<file path="config.mk">
export PLATFORM = sky130hd
export DESIGN_NAME = calculadora_pipe
export DESIGN_NICKNAME = d
export VERILOG_FILES = /design/src/rtl/calculadora_pipe.sv
export SDC_FILE = /design/constraint.sdc
export NUM_CORES = 1
export LEC_CHECK = 0
export CORE_UTILIZATION = 53
export DETAILED_ROUTE_END_ITERATION = 6
export PLACE_DENSITY = 0.82
export SLEW_MARGIN = 25
export SYNTH_ARGS = -nofsm -noshare
export SYNTH_HDL_FRONTEND = slang
export SYNTH_SLANG_ARGS = --single-unit
</file>
<file path="constraint.sdc">
create_clock -name clk -period 2.5 [get_ports clk]
set_input_delay 0.25 -clock clk [delete_from_list [all_inputs] [get_ports clk]]
set_output_delay 0.25 -clock clk [all_outputs]
set_load 0.02 [all_outputs]
</file>
<file path="src/rtl/calculadora_pipe.sv">
// Parametrised handshaked calculator: single-cycle ALU ops, accumulator, and
// an iterative shift-add multiply that holds the block busy for WIDTH cycles.
module calculadora_pipe #(
    parameter int WIDTH = 4,
    parameter int CNT_W = $clog2(WIDTH) + 1
) (
    input  logic             clk,
    input  logic             rst,
    input  logic             in_valid,
    output logic             in_ready,
    input  logic [WIDTH-1:0] a,
    input  logic [WIDTH-1:0] b,
    input  logic [2:0]       MODO,
    output logic [WIDTH-1:0] c,
    output logic             ovf,
    output logic             zero,
    output logic             out_valid
);

    localparam logic [2:0] OP_ADD = 3'b000;
    localparam logic [2:0] OP_SUB = 3'b001;
    localparam logic [2:0] OP_AND = 3'b010;
    localparam logic [2:0] OP_OR  = 3'b011;
    localparam logic [2:0] OP_XOR = 3'b100;
    localparam logic [2:0] OP_ACC = 3'b101;
    localparam logic [2:0] OP_MUL = 3'b110;
    localparam logic [2:0] OP_CLR = 3'b111;

    localparam logic [CNT_W-1:0] LAST_CNT = CNT_W'(WIDTH - 1);

    typedef enum logic {IDLE, MUL} state_t;

    state_t               state;
    logic [WIDTH-1:0]     acc;
    logic [CNT_W-1:0]     cnt;
    logic [2*WIDTH-1:0]   mcand;
    logic [WIDTH-1:0]     mplier;
    logic [2*WIDTH-1:0]   prod;

    logic [WIDTH-1:0]     alu_res;
    logic                 alu_ovf;
    logic [WIDTH:0]       add_sum;
    logic [WIDTH:0]       acc_sum;
    logic [2*WIDTH-1:0]   prod_next;

    always_comb begin
        add_sum = {1'b0, a} + {1'b0, b};
        acc_sum = {1'b0, acc} + {1'b0, a};
        alu_res = '0;
        alu_ovf = 1'b0;
        case (MODO)
            OP_ADD: begin
                alu_res = add_sum[WIDTH-1:0];
                alu_ovf = add_sum[WIDTH];
            end
            OP_SUB: begin
                alu_res = a - b;
                alu_ovf = (a < b);
            end
            OP_AND: alu_res = a & b;
            OP_OR:  alu_res = a | b;
            OP_XOR: alu_res = a ^ b;
            OP_ACC: begin
                alu_res = acc_sum[WIDTH-1:0];
                alu_ovf = acc_sum[WIDTH];
            end
            default: begin
                alu_res = '0;
                alu_ovf = 1'b0;
            end
        endcase
    end

    // One multiplier bit per cycle; the multiplicand shifts left as the multiplier shifts right.
    always_comb begin
        prod_next = mplier[0] ? (prod + mcand) : prod;
    end

    always_ff @(posedge clk or posedge rst) begin
        if (rst) begin
            state     <= IDLE;
            in_ready  <= 1'b1;
            c         <= '0;
            ovf       <= 1'b0;
            zero      <= 1'b0;
            out_valid <= 1'b0;
            acc       <= '0;
            cnt       <= '0;
            mcand     <= '0;
            mplier    <= '0;
            prod      <= '0;
        end else begin
            out_valid <= 1'b0;
            case (state)
                IDLE: begin
                    if (in_valid && in_ready) begin
                        if (MODO == OP_MUL) begin
                            mcand    <= {{WIDTH{1'b0}}, a};
                            mplier   <= b;
                            prod     <= '0;
                            cnt      <= '0;
                            state    <= MUL;
                            in_ready <= 1'b0;
                        end else begin
                            c         <= alu_res;
                            ovf       <= alu_ovf;
                            zero      <= (alu_res == '0);
                            out_valid <= 1'b1;
                            if (MODO == OP_ACC) begin
                                acc <= alu_res;
                            end else if (MODO == OP_CLR) begin
                                acc <= '0;
                            end
                        end
                    end
                end
                MUL: begin
                    prod   <= prod_next;
                    mcand  <= mcand << 1;
                    mplier <= mplier >> 1;
                    cnt    <= cnt + 1'b1;
                    if (cnt == LAST_CNT) begin
                        c         <= prod_next[WIDTH-1:0];
                        ovf       <= |prod_next[2*WIDTH-1:WIDTH];
                        zero      <= (prod_next[WIDTH-1:0] == '0);
                        out_valid <= 1'b1;
                        state     <= IDLE;
                        in_ready  <= 1'b1;
                    end
                end
                default: begin
                    state    <= IDLE;
                    in_ready <= 1'b1;
                end
            endcase
        end
    end

endmodule

</file>
# Word level (Yosys, flattened, before mapping)
# Cells that the tools add are included.
[classes]
n_addsub = 5
n_mul = 0
n_div = 0
n_lt_le_gt_ge = 1
eq_ne = 12
n_shift = 0
mux = 41
bitwise = 5
n_reduce_logical = 10
[ops]
columns = ["op", "count"]
rows = [
  ["8-bit 2-to-1 mux", 5],
  ["8-bit case mux with 2 select lines", 2],
  ["4-bit 2-to-1 mux", 7],
  ["4-bit case mux with 6 select lines", 1],
  ["4-bit case mux with 2 select lines", 2],
  ["1-bit 2-to-1 mux", 15],
  ["3-bit == test (second input constant)", 4],
  ["4-bit by 4-bit adder with 5-bit output", 2],
  ["1-bit case mux with 2 select lines", 5],
  ["3-bit by 2-bit == test with 1-bit output (second input constant)", 3],
  ["8-bit adder", 1],
  ["4-bit zero test", 2],
  ["3-bit 2-to-1 mux", 2],
  ["2-bit != test (second input constant)", 3],
  ["3-bit case mux with 2 select lines", 1],
  ["3-bit AND reduction", 2],
  ["4-bit bitwise AND", 1],
  ["4-bit less-than comparator", 1],
  ["4-bit OR", 1],
  ["4-bit AND reduction", 1],
  ["4-bit OR reduction", 1],
  ["4-bit subtractor", 1],
  ["4-bit bitwise XOR", 1],
  ["3-bit by 1-bit adder with 3-bit output (second input constant)", 1],
  ["other kinds (8)", 9],
]
[totals]
ff_bits = 36
latch_bits = 0
mem_bits_rw = 0
mem_bits_ro = 0
memories = 0

# Logic depth before layout (Yosys ltp)
[depth]
word_depth = 6
mapped_depth = 9
depth_no_buf = 9

# Least setup slack after synthesis
# Ideal clock, no wire load.
[synth_path]
path_type = "input to register"
start = "in a[0]"
end = "reg c[2]"
setup_time_ns = 0.125
t_arrival_ns = 1.930
required_ns = 2.375
slack_ns = 0.446
cell_stages = 9
path_buffers = 0
cell_sequence = "inv_1 ha_1 fa_1 xnor2_1 nor2_1 o31a_1 a221oi_2 a21oi_1 mux2_2"
[synth_between]
elab_chain_cells = 5
word_cells_on_any_way = 7
[synth_lines]
columns = ["item", "line", "rtl"]
rows = [
  ["start, declared", "11", "input logic [WIDTH-1:0] a,"],
  ["4-bit by 4-bit adder with 5-bit output, or another cell as far along", "48", "acc_sum = {1'b0, acc} + {1'b0, a};"],
  ["4-bit case mux with 6 select lines *", "51", "case (MODO)"],
  ["4-bit 2-to-1 mux *", "97", "if (MODO == OP_MUL) begin"],
  ["4-bit 2-to-1 mux *", "96", "if (in_valid && in_ready) begin"],
  ["4-bit case mux with 2 select lines *", "94", "case (state)"],
  ["end signal, assigned", "105", "c <= alu_res;"],
  ["end signal, assigned", "123", "c <= prod_next[WIDTH-1:0];"],
  ["end, declared", "14", "output logic [WIDTH-1:0] c,"],
]
# Every way passes the cells marked *; elsewhere a longest branch is shown, timed or not. The select of a mux whose other input is x is not followed.
# A chain may end at the register's enable or synchronous reset.

# Final worst setup path
[layout_path]
start = "in b[0]"
end = "reg ovf"
[layout_between]
elab_chain_cells = 5
word_cells_on_any_way = 6
[layout_lines]
columns = ["item", "line", "rtl"]
rows = [
  ["start, declared", "12", "input logic [WIDTH-1:0] b,"],
  ["4-bit by 4-bit adder with 5-bit output / 4-bit less-than comparator (equally long branches)", "47, 58", ""],
  ["1-bit case mux with 3 select lines *", "51", ""],
  ["1-bit 2-to-1 mux *", "97", ""],
  ["1-bit 2-to-1 mux *", "96", ""],
  ["1-bit case mux with 2 select lines *", "94", ""],
  ["end signal, assigned", "106", "ovf <= alu_ovf;"],
  ["end signal, assigned", "124", "ovf <= |prod_next[2*WIDTH-1:WIDTH];"],
  ["end, declared", "15", "output logic ovf,"],
]
# Marks and branches as above.

==> key figures <==
Drt
  • Drt first-iter violations: 190
  • DRC: 0
  • Final antenna-violating net count: 0
  • Vias: 2209
  • Vias/cell: slightly below 6
  • Routed length per instance: 16.0 µm
  • Final wirelength: approximately 6000 µm
  • Detailed Routing Iterations Pass 1: 5

Placed design
  • Gpl congestion: ~0.94
  • Post-DP HPWL: approximately 4400 µm
  • Port buffer count: 21

CTS
  • Clk Latency, worst-skew pair: roughly 0.29 ns
  • Clock sinks: 36
  • CTS buffer count: 5
  • CTS Buffer Depth: 2
  • CTS tree: done
  • CTS Root Cell: clkbuf_8
  • Clock Pin Slew Worst Setup and Hold Paths: 0.08 ns
  • Cts hold-fix bufs: 0
  • CTS H-tree depth: 2

Layout
  • Fin nets: ~360
  • Layout area overhead: 20.3%
  • N_diodes: 0
  • Final design utilization: 66.1%
  • Share of cells above drive strength 1: 14.7%

Floorplan
  • Rows: 25
  • DIE HEIGHT: ~72 µm
  • Core area: 4690 µm²
  • Die area: approximately 5000 µm²
  • Die width: roughly 72 µm
  • I/O pins: 22
  • Starting Density: between 50% and 60%

Job
  • Max-Cap Viols: 0

Worst setup path
  • Worst endpoint required time: about 2.7 ns
  • Worst Path Arrival: between 2 and 3 ns
  • CP startpoint: b[0]
  • CP Max Fanout: 3
  • Worst Path Class, Setup: in -> reg
  • Setup crit start kind: primary input
  • Worst R2R Start: mcand[0]
  • Worst Reg2Reg Path Length in Cells: 9
  • Setup crit end: ovf
  • Worst R2R End: ovf
  • Worst reg2reg setup slack: about 0.27 ns
  • Nature of the critical path endpoint: flop

Logic synthesis
  • Post-synth top area share: between 30% and 40%
  • Synth area leader: dfrtp_1
  • Ranking of synthesized cells by area: dfrtp_1 34%, ha_1 12%, inv_1 4.4%
  • Post-Syn Instances: about 280
  • Avg Cell Area, Syn: between 9 and 10 µm²
  • Most used DFF post-synth: dfrtp_1
  • Post-synth EDFFs: 0
  • Async S/R FF share, synth: 100%
  • Synthesis-stage register bit count: 36
  • Syn Nets: 322
  • Seq/Total Area, Yosys: between 30% and 40%
  • Distinct cells, synth: between 40 and 50
  • Cell Area, Synth: 2580 µm²
  • Synth warn: 0

GRT
  • Initial antenna violation count: 0
  • Total Routing Usage GR: between 20% and 30%
  • Total grt overflow: 0
  • Vias in the first global route: approximately 2100
  • Global-route wire length before repair: 9980 µm
  • Pin count of the biggest net entering global routing: 37

Power and ir drop
  • PwrDens: about 900 nW/µm²
  • Maximum VDD drop: 1070 µV
  • Leakage power: approximately 1.5 nW

Timing
  • Slew HR: between 60 and 70%
  • Final Cycle Share: 94.8%
  • # setup viols final: 0
  • Fin. max-slew vios: 0
  • Hold Vio Cnt, Final: 0
  • Fin Hold WS: ~0.37 ns
  • Minimum clock period: roughly 2.4 ns
  • Clk_skew: about 0.0047 ns
  • Worst-Margin Slew: roughly 0.59 ns
  • Maximum clock rate: around 420 MHz

Outcome
  • Status: finished, final reports clean

Min path
  • HP Class: in -> async
==> sequential cells by signal, indices dropped and copies added, names as in the netlist, 3 cells and up <==
| name | count |
|---|---|
| cnt | 3 |
| acc | 4 |
| prod | 8 |
| mcand | 8 |
| mplier | 4 |
| c | 4 |
==> cell families (layout without fill, tap and decap cells) <==
logic type,after synthesis,count (layout),share of synthesized area [%]
adders and majority gates,29,29,15.2
muxes,8,8,3.69
and+or+nand+nor,71,71,13.0
AOI/OAI and AO/OA,85,85,24.5
buffers and inverters,44,84,6.50
xor gates and xnor gates,6,6,2.04
DFF,36,36,35.0
==> cell usage in the layout, fill, tap and decap left out, types with 4 or more instances in the layout <==
cell / Yosys / final
nand2_1: 17 / 17
o22ai_1: 6 / 6
nand3_1: 5 / 5
dfrtp_1: 35 / 35
clkbuf_8: 0 / 5
clkdlybuf4s50_1: 0 / 20
a22o_1: 10 / 10
nor2_1: 23 / 23
inv_1: 30 / 30
xnor2_1: 4 / 4
mux2_2: 4 / 4
nor3_1: 4 / 4
nand2b_1: 6 / 6
a21oi_1: 17 / 17
nor2b_1: 4 / 4
o21ai_0: 14 / 14
ha_1: 25 / 25
a222oi_1: 6 / 6
buf_4: 0 / 24
and3_1: 6 / 6
==> through the flow <==
step	cell area, µm²	worst slack [ns]	std cells	total power [W]	setup TNS (ns)
after floorplan	2580	0.446	279	0.00194	0
after global routing	3100	-0.0151	373	0.00308	-0.0151
after global placement	2990	-0.253	365	0.00237	-0.489
after detailed placement	2990	-0.300	365	0.00242	-0.864
final	3100	0.129	373	0.00287	0
after CTS	3080	0.000102	373	0.00284	0
==> where the power goes <==
part | internal (W) | switching [W] | leakage [nW]
clock | 0.000194 | 0.000216 | 0.0479
combinational | 0.000667 | 0.000800 | 1.01
sequential | 0.000806 | 0.000184 | 0.468
==> cell usage after synthesis, types with 3 or more instances <==
cell and number:
a211oi_1 3, a21o_1 3, a21oi_1 17, a222oi_1 6, a22o_1 10, a31oi_1 4, and3_1 6, clkbuf_1 9
dfrtp_1 35, fa_1 4, ha_1 25, inv_1 30, mux2_2 4, nand2_1 17, nand2b_1 6, nand3_1 5
nor2_1 23, nor2b_1 4, nor3_1 4, o21ai_0 14, o22ai_1 6, o31a_1 3, o31ai_1 3, xnor2_1 4
==> critical path: stages <==
cell and delay (ns):
clkdlybuf4s50_1 0.53, ha_1 0.19, inv_1 0.05, fa_1 0.43
nor2b_1 0.14, nor3_1 0.05, o31a_1 0.31, o41ai_4 0.27
buf_4 0.17, a21oi_1 0.03, a31oi_1 0.16
==> routing by layer <==
layer | track usage (%) | part of all wire [%] | wire (µm) | vias to the layer above
li1 | - | - | - | 1086
met1 | 36.0 | 47 | 2810 | 1056
met2 | 39.1 | 47 | 2780 | 58
met3 | 4.08 | 4.7 | 279 | 9
met4 | 7.41 | 1.6 | 93 | 0
met5 | 0 | 0 | 0 | -
==> worst min-delay path by stage <==
stage / to / slack, ns / cells after the start
global route: mcand[0] / 0.41 / 3
finish: cnt[1] / 0.37 / 3
floorplan: mcand[3] / 0.38 / 2
CTS: out_valid / 0.38 / 3
detailed placement: cnt[2] / 0.48 / 2
global placement: cnt[2] / 0.46 / 2
==> repair_timing <==
item                       in CTS  in global routing
resized for setup               0                  4
setup buffers                   0                  0
hold endpoints to repair        0                  0
setup endpoints to repair       0                  2
==> final cells by class <==
| type | instances | area, µm² |
|---|---|---|
| clock buffer | 5 | 68.8 |
| clock inverter | 3 | 18.8 |
| fill | 375 | 1590 |
| inverter | 31 | 116 |
| multi-input combinational | 199 | 1540 |
| sequential | 36 | 902 |
| tap | 54 | 67.6 |
| timing repair buffer | 45 | 393 |
(Power assumes the default switching activity.)
